[config.mk]
export PLATFORM = sky130hd
export DESIGN_NAME = decode_buffer_flat
export DESIGN_NICKNAME = d
export VERILOG_FILES = /design/src/rtl/decode_buffer_if.sv /design/src/rtl/decode_buffer.sv /design/src/flat_wrapper.sv
export SDC_FILE = /design/constraint.sdc
export NUM_CORES = 1
export LEC_CHECK = 0
export CAP_MARGIN = 15
export CORE_MARGIN = 2
export CORE_UTILIZATION = 44
export DETAILED_ROUTE_END_ITERATION = 6
export GPL_TIMING_DRIVEN = 0
export PLACE_DENSITY = 0.69
export SLEW_MARGIN = 20
export SYNTH_ARGS = -nofsm -noshare
export SYNTH_HDL_FRONTEND = slang
export SYNTH_SLANG_ARGS = --single-unit
[constraint.sdc]
create_clock -name clock -period 12.3 [get_ports clock]
set_input_delay 3.69 -clock clock [delete_from_list [all_inputs] [get_ports clock]]
set_output_delay 3.69 -clock clock [all_outputs]
set_load 0.05 [all_outputs]
[src/rtl/decode_buffer_if.sv]
// decode_buffer_if: fetch-side and dispatch-side bundle for decode_buffer.
//   in_valid/in_inst/in_pc/in_ready : fetch group, lane 0 oldest
//   out_valid/out_inst/out_pc/out_fu_class/out_illegal : oldest entries, lane 0 oldest
//   out_accept : number of presented entries dispatch takes this cycle
// slave  = the buffer, master = the fetch/dispatch environment.
interface decode_buffer_if #(
  parameter int IN_WIDTH  = 2,
  parameter int OUT_WIDTH = 2
);
  logic [IN_WIDTH-1:0]                  in_valid;
  logic [IN_WIDTH-1:0][31:0]            in_inst;
  logic [IN_WIDTH-1:0][31:0]            in_pc;
  logic                                 in_ready;
  logic [OUT_WIDTH-1:0]                 out_valid;
  logic [OUT_WIDTH-1:0][31:0]           out_inst;
  logic [OUT_WIDTH-1:0][31:0]           out_pc;
  logic [OUT_WIDTH-1:0][2:0]            out_fu_class;
  logic [OUT_WIDTH-1:0]                 out_illegal;
  logic [$clog2(OUT_WIDTH+1)-1:0]       out_accept;

  modport master (
    output in_valid, in_inst, in_pc, out_accept,
    input  in_ready, out_valid, out_inst, out_pc, out_fu_class, out_illegal
  );

  modport slave (
    input  in_valid, in_inst, in_pc, out_accept,
    output in_ready, out_valid, out_inst, out_pc, out_fu_class, out_illegal
  );
endinterface

[src/rtl/decode_buffer.sv]
// decode_buffer: multi-lane RV32 decode stage feeding an in-order circular
// buffer between fetch and dispatch.
//   clock, reset     : single clock, synchronous active-high reset
//   flush            : drop every buffered entry next cycle
//   bus (slave)      : fetch group in, oldest OUT_WIDTH entries out
//   count            : occupancy
//   illegal_seen     : sticky, an illegal entry has been dequeued
//
// decode_lane: classifies one instruction into a functional-unit class
//   (0 illegal, 1 ALU, 2 MULT, 3 LSU/LUI, 4 control/system).

module decode_lane (
  input  logic [31:0] inst,
  output logic [2:0]  cls,
  output logic        ill
);
  logic [6:0] opc;
  logic [6:0] f7;
  logic [2:0] f3;

  assign opc = inst[6:0];
  assign f3  = inst[14:12];
  assign f7  = inst[31:25];

  always_comb begin
    cls = 3'd0;
    case (opc)
      7'b0010011: begin // OP-IMM; shift forms constrain funct7
        if (f3 == 3'b001)      cls = (f7 == 7'h00) ? 3'd1 : 3'd0;
        else if (f3 == 3'b101) cls = (f7 == 7'h00 || f7 == 7'h20) ? 3'd1 : 3'd0;
        else                   cls = 3'd1;
      end
      7'b0110011: begin // OP; M-extension divides stay illegal
        if (f7 == 7'h00)                                     cls = 3'd1;
        else if (f7 == 7'h20 && (f3 == 3'b000 || f3 == 3'b101)) cls = 3'd1;
        else if (f7 == 7'h01 && !f3[2])                      cls = 3'd2;
      end
      7'b0110111: cls = 3'd3;                                          // LUI
      7'b0000011: if (f3 != 3'b011 && f3 != 3'b110 && f3 != 3'b111) cls = 3'd3; // loads
      7'b0100011: if (!f3[2] && f3 != 3'b011) cls = 3'd3;              // stores
      7'b0010111,
      7'b1101111: cls = 3'd4;                                          // AUIPC, JAL
      7'b1100111: if (f3 == 3'b000) cls = 3'd4;                        // JALR
      7'b1100011: if (f3 != 3'b010 && f3 != 3'b011) cls = 3'd4;        // branches
      7'b1110011: if (f3 == 3'b001 || f3 == 3'b010 || f3 == 3'b011 ||
                      inst == 32'h1050_0073) cls = 3'd4;               // CSRRW/S/C, WFI
      default:    cls = 3'd0;
    endcase
  end

  assign ill = (cls == 3'd0);
endmodule

module decode_buffer #(
  parameter int IN_WIDTH        = 2,
  parameter int OUT_WIDTH       = 2,
  parameter int DEPTH           = 8,
  parameter int HALT_ON_ILLEGAL = 1
) (
  input  logic                       clock,
  input  logic                       reset,
  input  logic                       flush,
  decode_buffer_if.slave             bus,
  output logic [$clog2(DEPTH+1)-1:0] count,
  output logic                       illegal_seen
);
  localparam int PW = $clog2(DEPTH);
  localparam int CW = $clog2(DEPTH+1);
  localparam int KW = $clog2(IN_WIDTH+1);
  localparam int AW = $clog2(OUT_WIDTH+1);
  // Largest occupancy that still leaves room for a whole fetch group.
  localparam logic [CW-1:0] RDY_MAX = CW'(DEPTH - IN_WIDTH);

  typedef struct packed {
    logic [31:0] inst;
    logic [31:0] pc;
    logic [2:0]  cls;
    logic        ill;
  } entry_t;

  entry_t                 mem [DEPTH];
  logic [PW-1:0]          head, tail;
  logic [CW-1:0]          cnt;
  entry_t [IN_WIDTH-1:0]  new_e;
  entry_t [OUT_WIDTH-1:0] pres;
  logic [KW-1:0]          k, k_acc;
  logic                   k_run;
  logic [AW-1:0]          nvalid, deq;
  logic                   halt, ill_deq, in_rdy;

  for (genvar g = 0; g < IN_WIDTH; g++) begin : g_dec
    logic [2:0] cls;
    logic       ill;
    decode_lane u_dec (.inst(bus.in_inst[g]), .cls(cls), .ill(ill));
    assign new_e[g] = '{inst: bus.in_inst[g], pc: bus.in_pc[g], cls: cls, ill: ill};
  end

  // Only the leading run of valid lanes is taken; anything after a gap drops.
  always_comb begin
    k     = '0;
    k_run = 1'b1;
    for (int i = 0; i < IN_WIDTH; i++) begin
      k_run = k_run & bus.in_valid[i];
      if (k_run) k = k + KW'(1);
    end
  end

  // Ready looks only at registered occupancy, never at this cycle's dequeue.
  assign in_rdy       = (cnt <= RDY_MAX);
  assign bus.in_ready = in_rdy;
  assign k_acc        = in_rdy ? k : '0;

  always_comb begin
    for (int i = 0; i < OUT_WIDTH; i++) pres[i] = mem[head + PW'(i)];
  end

  // Present the oldest entries; with halting enabled everything younger than
  // the first illegal lane is hidden so dispatch stops at it.
  always_comb begin
    halt   = 1'b0;
    nvalid = '0;
    for (int i = 0; i < OUT_WIDTH; i++) begin
      bus.out_valid[i]    = (CW'(i) < cnt) && !halt;
      bus.out_inst[i]     = pres[i].inst;
      bus.out_pc[i]       = pres[i].pc;
      bus.out_fu_class[i] = pres[i].cls;
      bus.out_illegal[i]  = pres[i].ill;
      if (bus.out_valid[i]) nvalid = nvalid + AW'(1);
      if (bus.out_valid[i] && pres[i].ill && HALT_ON_ILLEGAL != 0) halt = 1'b1;
    end
  end

  assign deq = (bus.out_accept < nvalid) ? bus.out_accept : nvalid;

  always_comb begin
    ill_deq = 1'b0;
    for (int i = 0; i < OUT_WIDTH; i++)
      if (AW'(i) < deq && pres[i].ill) ill_deq = 1'b1;
  end

  always_ff @(posedge clock) begin
    if (reset) begin
      head         <= '0;
      tail         <= '0;
      cnt          <= '0;
      illegal_seen <= 1'b0;
    end else if (flush) begin
      head <= '0;
      tail <= '0;
      cnt  <= '0;
    end else begin
      head <= head + PW'(deq);
      tail <= tail + PW'(k_acc);
      cnt  <= cnt + CW'(k_acc) - CW'(deq);
      if (ill_deq) illegal_seen <= 1'b1;
    end
  end

  // Storage carries no reset; occupancy alone decides what is live.
  always_ff @(posedge clock) begin
    if (!reset && !flush)
      for (int i = 0; i < IN_WIDTH; i++)
        if (KW'(i) < k_acc) mem[tail + PW'(i)] <= new_e[i];
  end

  assign count = cnt;
endmodule

[src/flat_wrapper.sv]
// flat-port wrapper written by rule: the top's interface ports become plain ports
module decode_buffer_flat 
#(
  parameter int IN_WIDTH        = 2,
  parameter int OUT_WIDTH       = 2,
  parameter int DEPTH           = 8,
  parameter int HALT_ON_ILLEGAL = 1
)
  (clock, reset, flush, count, illegal_seen, bus_in_valid, bus_in_inst, bus_in_pc, bus_out_accept, bus_in_ready, bus_out_valid, bus_out_inst, bus_out_pc, bus_out_fu_class, bus_out_illegal);
  decode_buffer_if #(.IN_WIDTH(IN_WIDTH), .OUT_WIDTH(OUT_WIDTH)) bus_i ();
  input  logic clock;
  input  logic reset;
  input  logic flush;
  output logic [$clog2(DEPTH+1)-1:0] count;
  output logic illegal_seen;
  input wire logic [$bits(bus_i.in_valid)-1:0] bus_in_valid;
  input wire logic [$bits(bus_i.in_inst)-1:0] bus_in_inst;
  input wire logic [$bits(bus_i.in_pc)-1:0] bus_in_pc;
  input wire logic [$bits(bus_i.out_accept)-1:0] bus_out_accept;
  output wire logic [$bits(bus_i.in_ready)-1:0] bus_in_ready;
  output wire logic [$bits(bus_i.out_valid)-1:0] bus_out_valid;
  output wire logic [$bits(bus_i.out_inst)-1:0] bus_out_inst;
  output wire logic [$bits(bus_i.out_pc)-1:0] bus_out_pc;
  output wire logic [$bits(bus_i.out_fu_class)-1:0] bus_out_fu_class;
  output wire logic [$bits(bus_i.out_illegal)-1:0] bus_out_illegal;
  assign bus_i.in_valid = bus_in_valid;
  assign bus_i.in_inst = bus_in_inst;
  assign bus_i.in_pc = bus_in_pc;
  assign bus_i.out_accept = bus_out_accept;
  assign bus_in_ready = bus_i.in_ready;
  assign bus_out_valid = bus_i.out_valid;
  assign bus_out_inst = bus_i.out_inst;
  assign bus_out_pc = bus_i.out_pc;
  assign bus_out_fu_class = bus_i.out_fu_class;
  assign bus_out_illegal = bus_i.out_illegal;
  decode_buffer #(.IN_WIDTH(IN_WIDTH), .OUT_WIDTH(OUT_WIDTH), .DEPTH(DEPTH), .HALT_ON_ILLEGAL(HALT_ON_ILLEGAL)) u_core (.clock(clock), .reset(reset), .flush(flush), .bus(bus_i), .count(count), .illegal_seen(illegal_seen));
endmodule
==> impl_metrics.py, run 1 <==
metrics = {
    "yosys": {
        "synthCells": 1858,
        "ys_types": 66,
        "ys_async_sr_fraction_pct": 0,
        "ys_ff_latch": 555,
        "seq_area_frac_synth_pct": 50.9,
        "yosys.area.top_type": "edfxtp_1",
        "yosys_warnings": 0,
        "ys_top_cells_by_count": "mux2_2, edfxtp_1, mux4_2",
        "ys.flop_type": "edfxtp_1",
        "synth.avg_cell_area_um2": 17.5,
        "netlist.area_leader.share_pct": 50.3,
        "synth-edff-count": 544,
        "netlist_area_um2": 32500,
        "syn-num-nets": 2010,
        "yosysMostFrequentCell": "mux2_2",
        "synth_area_leaders": "edfxtp_1, mux2_2, mux4_2, mux2_1, buf_2",
    },
    "layout": {
        "area_delta_synth_final_pct": 21.3,
        "layoutNonFillerInstCount": 3253,
        "final_util_pct": 53.9,
        "fill_cells": 5854,
        "regArea_um2": 16600,
        "multiInputGateArea_um2": 15100,
        "drive_gt1_share_pct": 48.4,
        "fin_nets": 2398,
    },
    "timing": {
        "maxSlewHeadroom_pct": 20.4,
        "hold-worst-slack_ns": 0.491,
        "rsz0062_at_grt": "no",
        "setup_slack_ns": 3.63,
        "finalCritPeriodShare_pct": 70.5,
        "finalSetupViolCount": 0,
        "hold_violations": 0,
        "fin_skew_ns": 0.0149,
        "fin_crit_ns": 8.67,
        "slew_violations": 0,
        "fmax_mhz": 115,
        "worstMarginPinSlew_ns": 1.19,
        "fin_setup_tns_ns": 0,
    },
    "drt": {
        "wl_mm": 104,
        "route.detailed.drc": 30,
        "vias_per_cell": 6.42,
        "vias": 20900,
        "final_antenna_net_count": 0,
        "wl_per_cell_um": 32.1,
        "drt_iter0_drc": 2414,
        "dr.pass1.iters": 7,
    },
    "pwr": {
        "internal_power_uw": 4050,
        "p_sw_share_pct": 34.7,
        "p_comb_share_pct": 36.9,
        "ir_worst_vdd_mv": 0.137,
        "pwr-share-clk_pct": 28.6,
        "switchingPower_uw": 2150,
        "seqPwrFrac_pct": 34.5,
        "leakagePower_uw": 0.0125,
        "power.density_nw_per_um2": 157,
    },
    "status": {
        "violations": "DRC",
        "status": "finished with violations",
    },
    "run": {
        "cap_viol_max_count": 0,
    },
    "clock_network": {
        "cts_buffer_depth": 3,
        "cts_inserted_buffers": 66,
        "hold_buffers": 0,
        "ctsResizeCount": 0,
        "cts_tree": "built",
        "cts_sinks": 555,
        "h-tree-depth": 3,
        "clkTransAtPathRegs_ns": 0.06,
        "post_cts_buffers": 0,
        "cts_root_buffer": "clkbuf_16",
        "worstSkewPairLatency_ns": 0.61,
    },
    "place": {
        "dp_slack_ns": 4.31,
        "place_hpwl_mm": 72.6,
        "place.gp.congestion": 0.839,
        "dpl.cell_count": 3137,
        "portBuffers": 275,
    },
    "grt": {
        "grt_pass1_vias": 21700,
        "antenna_found_initial": 8,
        "grt-ovfl-total": 0,
        "grt_use_total_pct": 27.6,
        "grt_max_degree": 17,
        "grt_pass1_wl_mm": 150,
    },
    "setup_path": {
        "path_buf_inv": 4,
        "path_class": "reg -> out",
        "crit_slowest_cell": "clkbuf_1",
        "critPathCaptureType": "output pin",
        "crit_fanout": 10,
        "crit_path_cell_trace": "ha_1 -> buf_2 -> clkbuf_1 -> clkbuf_1 -> mux4_2 -> mux2_2 -> clkdlybuf4s50_1",
        "cp.required_ns": 8.61,
        "cp_common_cell": "clkbuf_1",
        "arrival_ns": 4.98,
        "startpoint_type": "flop",
        "max_stage_delay_ns": 0.95,
        "path_delay_family": "buffers and inverters",
    },
    "die": {
        "ioPinCount": 279,
        "die_y_um": 276,
        "core_area_um2": 73100,
        "fp.dieW_um": 276,
        "die_area_um2": 76000,
        "start_util_pct": 44.5,
        "rows": 99,
    },
    "worst_hold_path": {
        "hold_path_class": "reg -> reg",
    },
}
[state kept, by name (all words and copies together), names as in the netlist]
register / cells
u_core.head: 3
u_core.tail: 3
u_core.count: 4
u_core.mem: 544
u_core.illegal_seen: 1
[worst paths after layout]
kind	from	end	slack [ns]	depth (start not counted)
setup reg to reg	u_core.head[1]	u_core.count[2]	8.11	16
hold reg to reg	u_core.illegal_seen	u_core.illegal_seen	0.49	2
hold / removal	u_core.illegal_seen	u_core.illegal_seen	0.49	2
setup / recovery	u_core.head[0]	bus_out_fu_class[5]	3.63	7
[worst reg2reg max path, cell delays in order, from the launching register on]
cell	delay [ns]
dfxtp_1	0.35
clkbuf_1	0.76
mux4_2	0.42
mux2_2	0.35
a21oi_1	0.24
ha_1	0.20
inv_1	0.04
ha_1	0.26
nor2_1	0.10
o22a_1	0.19
ha_1	0.24
inv_1	0.06
ha_1	0.17
inv_1	0.07
fa_1	0.43
xor2_1	0.14
nor2_1	0.05
[metal layers]
metal | wire length [µm] | GRT usage (%) | up-vias
li1 | - | - | 8525
met1 | 40400 | 36.8 | 11000
met2 | 51700 | 45.8 | 1140
met3 | 8580 | 4.33 | 214
met4 | 3600 | 9.97 | 6
met5 | 34 | 0 | -
[power groups by stage]
stage / combinational (µW) / clock [µW] / sequential [µW]
CTS: 2300 / 1800 / 2140
floorplan: 1490 / 0 / 2200
global placement: 2260 / 0 / 2190
global route: 2390 / 1860 / 2140
finish: 2290 / 1770 / 2140
detailed placement: 2290 / 0 / 2180
[area by class of cell]
class | instances | share of cell area [%]
buffer | 163 | 2.19
clock inverter | 22 | 0.279
multi-input combinational | 1123 | 38.4
antenna | 6 | 0.0381
timing repair buffer | 320 | 9.41
tap | 959 | 3.04
clock buffer | 88 | 4.48
inverter | 17 | 0.162
sequential | 555 | 42.0
[layout by cell type, fill, tap and decap left out, types with 16 or more instances in the layout]
master	count
mux2i_1	24
edfxtp_1	544
buf_1	16
buf_2	67
clkbuf_1	65
clkbuf_16	67
buf_6	20
inv_1	17
buf_16	24
nor2_1	22
mux2_1	63
mux2_2	588
mux4_2	272
clkdlybuf4s50_1	275
[kinds of logic (layout without fill, tap and decap cells)]
logic type | count (synthesis) | after routing | synth area share (%)
buffers and inverters | 180 | 610 | 2.81
DFF | 555 | 555 | 50.9
muxes | 947 | 947 | 42.1
AOI/OAI and AO/OA | 44 | 44 | 1.07
and+or+nand+nor | 106 | 106 | 2.01
other | 0 | 6 | 0
adders and majority gates | 17 | 17 | 0.747
xor gates and xnor gates | 9 | 9 | 0.266
[stage by stage]
step	cell area, µm²	total power (µW)
3_5_place_dp	37500	4470
2_1_floorplan	32500	3680
5_1_grt	39400	6390
3_3_place_gp	36500	4450
6_report	39400	6200
4_1_cts	39400	6240
Note: power is estimated with default switching activity, not from simulation.
==> inputs of run 2 (changes only) <==
==> constraint.sdc (replaced) <==
create_clock -name clock -period 8.24 [get_ports clock]
set_input_delay 2.472 -clock clock [delete_from_list [all_inputs] [get_ports clock]]
set_output_delay 2.472 -clock clock [all_outputs]
set_load 0.05 [all_outputs]
==> impl_metrics.py, run 2 (same netlist as run 1, synthesis figures left out) <==
metrics = {
    "status": {
        "status": "finished with violations",
        "violations": "DRC",
    },
    "timing": {
        "finalSetupViolCount": 0,
        "fin_crit_ns": 7.45,
        "finalCritPeriodShare_pct": 90.4,
        "hold_violations": 0,
        "fmax_mhz": 134,
        "fin_skew_ns": 0.0434,
        "worstMarginPinSlew_ns": 1.19,
        "slew_violations": 0,
        "maxSlewHeadroom_pct": 20.6,
        "rsz0062_at_grt": "no",
    },
    "setup_path": {
        "r2r_start": "u_core.head[1]",
        "path_class": "reg -> out",
        "arrival_ns": 4.98,
        "reg2reg_setup_slack_ns": 3.96,
        "max_stage_delay_ns": 0.94,
        "critPathCaptureType": "output pin",
        "crit_slowest_cell": "clkbuf_1",
        "rr_worst_depth": 16,
        "reg2reg_to": "u_core.count[2]",
        "cp.required_ns": 5.77,
        "crit_fanout": 10,
        "cp_common_cell": "clkbuf_1",
        "crit_path_cell_trace": "ha_1 -> buf_2 -> clkbuf_1 -> clkbuf_1 -> mux4_2 -> mux2_2 -> clkdlybuf4s50_1",
        "startpoint_type": "flop",
    },
    "grt": {
        "grt_pass1_wl_mm": 150,
        "grt_use_total_pct": 27.5,
        "grt-ovfl-total": 0,
        "antenna_found_initial": 8,
        "grt_pass1_vias": 21300,
        "grt_max_degree": 19,
    },
    "layout": {
        "layoutNonFillerInstCount": 3255,
        "fin_nets": 2391,
        "final_design_area_no_fill_um2": 39400,
        "fill_cells": 5804,
        "mostFrequentLayoutCell": "mux2_2",
        "drive_gt1_share_pct": 48.5,
        "largest-register": "u_core.mem",
        "area_delta_synth_final_pct": 21.3,
        "largest_register_ffs": 544,
        "final_cell_mix": "mux2_2, edfxtp_1, clkdlybuf4s50_1",
    },
    "pwr": {
        "power.density_nw_per_um2": 236,
        "ir_worst_vdd_mv": 0.186,
        "leakagePower_uw": 0.0125,
    },
    "drt": {
        "final_antenna_net_count": 0,
        "wl_per_cell_um": 32.2,
        "vias_per_cell": 6.40,
        "dr.pass1.iters": 7,
        "wl_mm": 105,
        "vias": 20800,
        "route.detailed.drc": 30,
        "drt_iter0_drc": 2416,
    },
    "worst_hold_path": {
        "hold_start": "u_core.illegal_seen",
        "min_delay_path_depth": 2,
        "hold_path_class": "reg -> reg",
        "hold_path_end": "u_core.illegal_seen",
    },
    "clock_network": {
        "h-tree-depth": 2,
        "cts_buffer_depth": 3,
        "post_cts_buffers": 0,
        "cts_inserted_buffers": 61,
        "ctsResizeCount": 0,
        "cts_root_buffer": "clkbuf_16",
        "hold_buffers": 0,
        "clkTransAtPathRegs_ns": 0.06,
        "worstSkewPairLatency_ns": 0.68,
        "cts_sinks": 555,
        "cts_tree": "built",
    },
    "place": {
        "place_hpwl_mm": 72.8,
        "dpl.cell_count": 3135,
        "portBuffers": 275,
        "place.gp.congestion": 0.882,
        "placed_cell_area_um2": 37500,
    },
    "die": {
        "die_area_um2": 76000,
        "start_util_pct": 44.5,
        "die_y_um": 276,
        "core_area_um2": 73100,
        "ioPinCount": 279,
        "fp.dieW_um": 276,
        "rows": 99,
    },
    "run": {
        "cap_viol_max_count": 0,
    },
}
[run 2: cell count changes in the layout (fill, tap and decap cells not counted), moves of 3 or more]
cell       previous run  this run
inv_6                 4         1
buf_12                1         5
bufinv_16             0         4
buf_8                14         8
clkbuf_1             65        55
clkinv_2              3        12
clkinv_1             14        22
clkbuf_16            67        61
[run 2: metal layers]
metal	up-vias	track usage, %	share of wire (%)
li1	8517	-	-
met1	10900	36.7	39
met2	1160	45.2	49
met3	208	5.23	8.7
met4	10	9.27	3.5
met5	-	0.564	0.054
[run 2: area by class of cell]
class	count	area [µm²]	share of cell area, %
timing repair buffer	318	3670	9.31
tap	959	1200	3.04
clock buffer	71	1560	3.97
sequential	555	16600	42.0
multi-input combinational	1123	15100	38.4
antenna	4	10.0	0.0254
clock inverter	45	362	0.917
buffer	163	860	2.18
inverter	17	63.8	0.162
[run 2: how the worst max path moves through the flow]
stage | start | to | slack [ns]
2_1_floorplan | flush | u_core.mem[2][0] | 1.18
3_3_place_gp | reset | u_core.mem[2][27] | -3.88
3_5_place_dp | u_core.head[0] | bus_out_inst[62] | 1.56
4_1_cts | u_core.head[0] | bus_out_inst[62] | 0.87
5_1_grt | u_core.head[0] | bus_out_pc[46] | 0.76
6_report | u_core.head[0] | bus_out_inst[62] | 0.79
[run 2: through the flow]
| stage | util [%] | setup slack, ns | power, µW | setup TNS (ns) | hold slack (ns) |
|---|---|---|---|---|---|
| 2_1_floorplan | - | 1.18 | 5490 | 0 | 0.606 |
| 3_3_place_gp | 49.9 | -3.88 | 6620 | -1691.69 | 0.462 |
| 3_5_place_dp | 51.3 | 1.56 | 6670 | 0 | 0.470 |
| 4_1_cts | 53.9 | 0.873 | 9330 | 0 | 0.479 |
| 5_1_grt | 53.9 | 0.765 | 9560 | 0 | 0.508 |
| 6_report | 53.9 | 0.793 | 9300 | 0 | 0.474 |
[run 2: critical path, delay by kind of cell, from the launching register on]
family	cells	cell delay, ns
adder cells (fa/ha/maj)	1	0.32
buffers and inverters	4	2.85
multiplexers	2	0.75
flip-flops	1	0.40
[run 2: report_power, final]
part	switching (µW)	total, µW	internal, µW	leakage, µW
clock	1200	2690	1490	0.000939
sequential	32.0	3190	3160	0.00500
combinational	2030	3420	1390	0.00656
